$ cat src/rtl/mem_arb_pkg.sv
// Shared types and defaults for the memory port arbiter.
// Optional timeout logic is enabled with the MEM_PORT_ARB_TIMEOUT_EN macro.
package mem_arb_pkg;

    localparam int DEF_AW      = 8;
    localparam int DEF_DW      = 8;
    localparam int DEF_TIMEOUT = 15;

    typedef enum logic [1:0] {
        IDLE     = 2'd0,
        XFER_CPU = 2'd1,
        XFER_DMA = 2'd2
    } state_t;

    typedef enum logic {
        OWN_CPU = 1'b0,
        OWN_DMA = 1'b1
    } owner_t;

endpackage

$ cat src/rtl/mem_arb_rr_pick.sv
// Combinational round-robin pick between the CPU and DMA requesters.
// A tie goes to whichever requester did not own the previous transfer.
module mem_arb_rr_pick
    import mem_arb_pkg::*;
(
    input  logic   cpu_req,
    input  logic   dma_req,
    input  owner_t last_owner,
    output logic   valid,
    output owner_t winner
);

    // Select the winner; single requests win outright, ties alternate
    always_comb begin
        valid  = cpu_req | dma_req;
        winner = OWN_CPU;
        if (cpu_req && dma_req) begin
            winner = (last_owner == OWN_CPU) ? OWN_DMA : OWN_CPU;
        end else if (dma_req) begin
            winner = OWN_DMA;
        end
    end

endmodule

$ cat src/rtl/mem_port_arbiter.sv
// Two-requester arbiter for the single memory port of the multicycle CPU.
// The granted command is latched and held on the port until mem_ready.
// Define MEM_PORT_ARB_TIMEOUT_EN to add the wait counter and the err port.
module mem_port_arbiter
    import mem_arb_pkg::*;
#(
    parameter int AW      = DEF_AW,
    parameter int DW      = DEF_DW,
    parameter int TIMEOUT = DEF_TIMEOUT
) (
    input  logic          clk,
    input  logic          reset,
    input  logic          cpu_req,
    input  logic          cpu_we,
    input  logic [AW-1:0] cpu_adr,
    input  logic [DW-1:0] cpu_wdata,
    output logic          cpu_gnt,
    output logic          cpu_done,
    output logic [DW-1:0] cpu_rdata,
    input  logic          dma_req,
    input  logic          dma_we,
    input  logic [AW-1:0] dma_adr,
    input  logic [DW-1:0] dma_wdata,
    output logic          dma_gnt,
    output logic          dma_done,
    output logic [DW-1:0] dma_rdata,
    output logic          mem_en,
    output logic          mem_we,
    output logic [AW-1:0] mem_adr,
    output logic [DW-1:0] mem_wdata,
`ifdef MEM_PORT_ARB_TIMEOUT_EN
    output logic          err,
`endif
    input  logic [DW-1:0] mem_rdata,
    input  logic          mem_ready
);

    state_t        state_q;
    owner_t        last_owner_q;
    logic          cpu_gnt_q;
    logic          dma_gnt_q;
    logic          mem_en_q;
    logic          mem_we_q;
    logic [AW-1:0] mem_adr_q;
    logic [DW-1:0] mem_wdata_q;

    logic          pick_valid;
    owner_t        pick_winner;
    logic          win_we;
    logic [AW-1:0] win_adr;
    logic [DW-1:0] win_wdata;
    logic          tmo_hit;
    logic          xfer_end;

    mem_arb_rr_pick u_pick (
        .cpu_req    (cpu_req),
        .dma_req    (dma_req),
        .last_owner (last_owner_q),
        .valid      (pick_valid),
        .winner     (pick_winner)
    );

    // Route the winning requester's command to the latch inputs
    always_comb begin
        win_we    = cpu_we;
        win_adr   = cpu_adr;
        win_wdata = cpu_wdata;
        if (pick_winner == OWN_DMA) begin
            win_we    = dma_we;
            win_adr   = dma_adr;
            win_wdata = dma_wdata;
        end
    end

`ifdef MEM_PORT_ARB_TIMEOUT_EN
    localparam int CW = (TIMEOUT < 2) ? 1 : $clog2(TIMEOUT + 1);

    logic [CW-1:0] wait_q;

    // Count XFER cycles without mem_ready; IDLE clears it so entry starts at 0
    always_ff @(posedge clk) begin
        if (!reset || state_q == IDLE) begin
            wait_q <= '0;
        end else if (!mem_ready) begin
            wait_q <= wait_q + 1'b1;
        end
    end

    // The TIMEOUT-th waiting cycle aborts; a same-cycle mem_ready wins
    assign tmo_hit = (state_q != IDLE) && !mem_ready && (wait_q == CW'(TIMEOUT - 1));
    assign err     = tmo_hit;
`else
    // No timeout: XFER waits for mem_ready indefinitely; TIMEOUT kept for a uniform parameter list
    assign tmo_hit = (TIMEOUT < 0);
`endif

    assign xfer_end = mem_ready | tmo_hit;

    // Arbitration FSM with registered grant/port outputs
    always_ff @(posedge clk) begin
        if (!reset) begin
            state_q      <= IDLE;
            last_owner_q <= OWN_DMA;
            cpu_gnt_q    <= 1'b0;
            dma_gnt_q    <= 1'b0;
            mem_en_q     <= 1'b0;
            mem_we_q     <= 1'b0;
            mem_adr_q    <= '0;
            mem_wdata_q  <= '0;
        end else begin
            case (state_q)
                IDLE: begin
                    if (pick_valid) begin
                        state_q      <= (pick_winner == OWN_CPU) ? XFER_CPU : XFER_DMA;
                        last_owner_q <= pick_winner;
                        cpu_gnt_q    <= (pick_winner == OWN_CPU);
                        dma_gnt_q    <= (pick_winner == OWN_DMA);
                        mem_en_q     <= 1'b1;
                        mem_we_q     <= win_we;
                        mem_adr_q    <= win_adr;
                        mem_wdata_q  <= win_wdata;
                    end
                end
                XFER_CPU, XFER_DMA: begin
                    if (xfer_end) begin
                        state_q   <= IDLE;
                        cpu_gnt_q <= 1'b0;
                        dma_gnt_q <= 1'b0;
                        mem_en_q  <= 1'b0;
                        mem_we_q  <= 1'b0;
                    end
                end
                default: begin
                    state_q   <= IDLE;
                    cpu_gnt_q <= 1'b0;
                    dma_gnt_q <= 1'b0;
                    mem_en_q  <= 1'b0;
                    mem_we_q  <= 1'b0;
                end
            endcase
        end
    end

    assign cpu_gnt   = cpu_gnt_q;
    assign dma_gnt   = dma_gnt_q;
    assign mem_en    = mem_en_q;
    assign mem_we    = mem_we_q;
    assign mem_adr   = mem_adr_q;
    assign mem_wdata = mem_wdata_q;

    // Completion goes to the owner only; read data passes through on mem_ready
    assign cpu_done  = cpu_gnt_q & xfer_end;
    assign dma_done  = dma_gnt_q & xfer_end;
    assign cpu_rdata = (cpu_gnt_q && mem_ready) ? mem_rdata : '0;
    assign dma_rdata = (dma_gnt_q && mem_ready) ? mem_rdata : '0;

endmodule

$ cat config.mk
export PLATFORM = sky130hd
export DESIGN_NAME = mem_port_arbiter
export DESIGN_NICKNAME = d
export VERILOG_FILES = /design/src/rtl/mem_arb_pkg.sv /design/src/rtl/mem_arb_rr_pick.sv /design/src/rtl/mem_port_arbiter.sv
export SDC_FILE = /design/constraint.sdc
export NUM_CORES = 1
export LEC_CHECK = 0
export BUFFER_PORTS_ARGS = -buffer_cell sky130_fd_sc_hd__buf_4
export CORE_MARGIN = 2
export CORE_UTILIZATION = 39
export DETAILED_ROUTE_END_ITERATION = 8
export PLACE_DENSITY = 0.88
export SLEW_MARGIN = 0
export SYNTH_ARGS = -nofsm -noshare
export SYNTH_HDL_FRONTEND = slang
export SYNTH_SLANG_ARGS = --single-unit
$ cat constraint.sdc
create_clock -name clk -period 1.9 [get_ports clk]
set_input_delay 0.095 -clock clk [delete_from_list [all_inputs] [get_ports clk]]
set_output_delay 0.095 -clock clk [all_outputs]
set_load 0.01 [all_outputs]
==> metrics.cfg <==
[clock_network]
cts.sinks = 21
clock_path_buffers = 2
cts_resized = 0
clkLatencyLatePin_ps = 290
htree_levels = 1
cts_tree = done
clk_pin_slew_ps = 110
postCtsSetupBuffers = 0
cts_made_buffers = 3
cts_hold_buf = 0
cts_root_buffer = clkbuf_4

[pwr]
powerDensity_nw_per_um2 = 666
pwr-share-clk_pct = 17.7
combPwrFrac_pct = 35.3
irDropWorstVdd_uv = 583
switchingPower_mw = 0.345
switching_share_pct = 30.1
leakage_nw = 0.889
finalPower_mw = 1.15
seqPwrFrac_pct = 47.0
internal_power_mw = 0.802

[floorplan]
initial_core_util_pct = 40.2
core_area_um2 = 2690
die_area_um2 = 3210
fp.dieH_um = 56.6
row_count = 19
die_x_um = 56.6
io_pins = 85

[critical_path]
max_stage_delay_ps = 520
worstSetupStartpointType = flip-flop
reg2reg_from = state_q[1]
critPathCaptureType = flip-flop
cp_data_arrival_time_ps = 1750
ff2ff_path_depth = 6
path_cells = inv_1 -> ha_1 -> o21a_1 -> buf_4 -> o21ai_0 -> a21oi_1
r2r-end = mem_adr[0]
crit_buf_inv = 2
cp_slowest_cell = dfxtp_1
path_class = flip-flop to flip-flop
cpLargestDelayFamily = flip-flops
r2r_slack_ps = 330
timing.critical_path.from = state_q[1]
crit_path_max_fanout = 32
crit_required_ps = 2080

[final_layout]
final_common_cell = buf_4
fin_area_um2 = 1720
diodes = 0
area.growth.synth_to_final_pct = 59.6
final_nets = 251
most-common-layout-cells = 86 x buf_4, 21 x dfxtp_1, 20 x o21ai_0, 20 x a21oi_1
drive_gt1_share_pct = 44.6

[job]
drv_cap = 0

[global_routing]
grt_start_max_net_pins = 33
grt_overflow = 0
grt_pass1_vias = 1144
grt_pass1_wl_um = 4670
antenna_found_initial = 0
track_usage_pct = 18.2

[hold_path]
hold_class = primary input to flip-flop
min_to = mem_adr[3]
min_path_cells = 3
hp-start = cpu_adr[3]

[timing]
setup_viol = 0
rsz0062_at_grt = no
slew_headroom_pct = 73.8
tightest_slew_ps = 392
tns_ps = 0
setup_slack_ps = 333
hold_viol_final = 0
slew_viol_final = 0
clock.fmax_mhz = 638
post-route-period-util_pct = 82.5
period_needed_ps = 1570
clock_skew_ps = 4.12

[placement]
io_buffers = 84
globalplace.congestion = 0.781
dp_slack_ps = 350
dp_hpwl_um = 2240
dpl_cell_area_um2 = 1700

[yosys]
yosysWarnings = 0
synth_nets = 171
yosysUniqueCellTypes = 21
ys_seq_area_share_pct = 38.9
synth_area_per_cell_um2 = 8.78
postSynthCellCount = 123
syn-cell-area_um2 = 1080
yosys_register_bits = 21

[route]
drc = 0
wl_met2_um = 1390
drt-vias-per-instance = 5.18
routed_wl_um = 2860
postRouteAntennaNets = 0
first_iter_violations = 48
first_pass_iters = 4
met1_length_um = 1060
wire_per_inst_um = 12.3
vias = 1206
routed.top_layer = met4
dr_wl_met3_um = 391

[status]
status = complete, no violations

[cell type report]
| class | instances | area, um^2 |
|---|---|---|
| fill | 235 | 963 |
| timing repair buffer | 86 | 646 |
| multi-input combinational | 87 | 577 |
| sequential | 21 | 420 |
| tap | 31 | 38.8 |
| clock buffer | 4 | 26.3 |
| inverter | 4 | 15.0 |
[metal layers]
layer	global-route usage [%]	vias to the layer above
met1	18.6	526
met3	7.37	2
met2	32.4	71
met5	0	-
li1	-	607
met4	7.48	0
[Yosys cell counts]
library cell,instances,share of area [%]
a21boi_2,1,1.0
a21oi_1,20,9.3
and2_1,2,1.2
and3_1,17,9.8
buf_12,1,1.9
buf_2,2,0.93
buf_6,1,1.0
clkbuf_1,7,2.4
dfxtp_1,21,39
ha_1,1,1.2
inv_1,4,1.4
mux2i_1,17,16
nand2b_1,1,0.58
nand3_1,1,0.46
nor2b_1,1,0.58
nor3b_1,1,0.70
o2111ai_1,1,0.81
o211ai_1,2,1.4
o21a_1,1,0.70
o21ai_0,20,9.3
o31ai_1,1,0.70
[worst min-delay path, stage by stage]
cell     delay, ps
buf_4           70
mux2i_1         50
a21oi_1        120
[worst max-delay path by stage]
stage / slack [ps] / to / cells after the start
floorplan: 400 / mem_wdata[0] / 7
global placement: 430 / mem_adr[5] / 6
detailed placement: 350 / mem_adr[6] / 6
CTS: 340 / mem_adr[0] / 6
global route: 180 / mem_wdata[3] / 6
finish: 330 / mem_adr[0] / 6
[sequential cells by signal (all words and copies together), names as in the netlist]
register,count
mem_adr,8
cpu_gnt,1
mem_en,1
state_q,1
last_owner_q,1
mem_we,1
mem_wdata,8
[through the flow]
| step | hold WS [ps] | instances | utilization, % |
|---|---|---|---|
| 2_1_floorplan | 285 | 123 | - |
| 3_3_place_gp | 384 | 229 | 63.2 |
| 3_5_place_dp | 389 | 229 | 63.2 |
| 4_1_cts | 75.8 | 233 | 64.1 |
| 5_1_grt | 77.8 | 233 | 64.1 |
| 6_report | 81.8 | 233 | 64.1 |
[power by group through the flow]
stage | Sequential [mW] | Combinational, mW | Clock (mW)
after detailed placement | 0.548 | 0.410 | 0
final | 0.540 | 0.405 | 0.203
after floorplan | 0.566 | 0.185 | 0
after CTS | 0.539 | 0.410 | 0.211
after global routing | 0.550 | 0.444 | 0.226
after global placement | 0.548 | 0.400 | 0
[cell families after synthesis]
logic type	count (synthesis)	synth area share, %
fa+ha+maj	1	1.16
compound gates	46	23.2
flops	21	38.9
simple gates	23	13.3
buf+inv	15	7.65
mux	17	15.8
(Power assumes the default switching activity.)
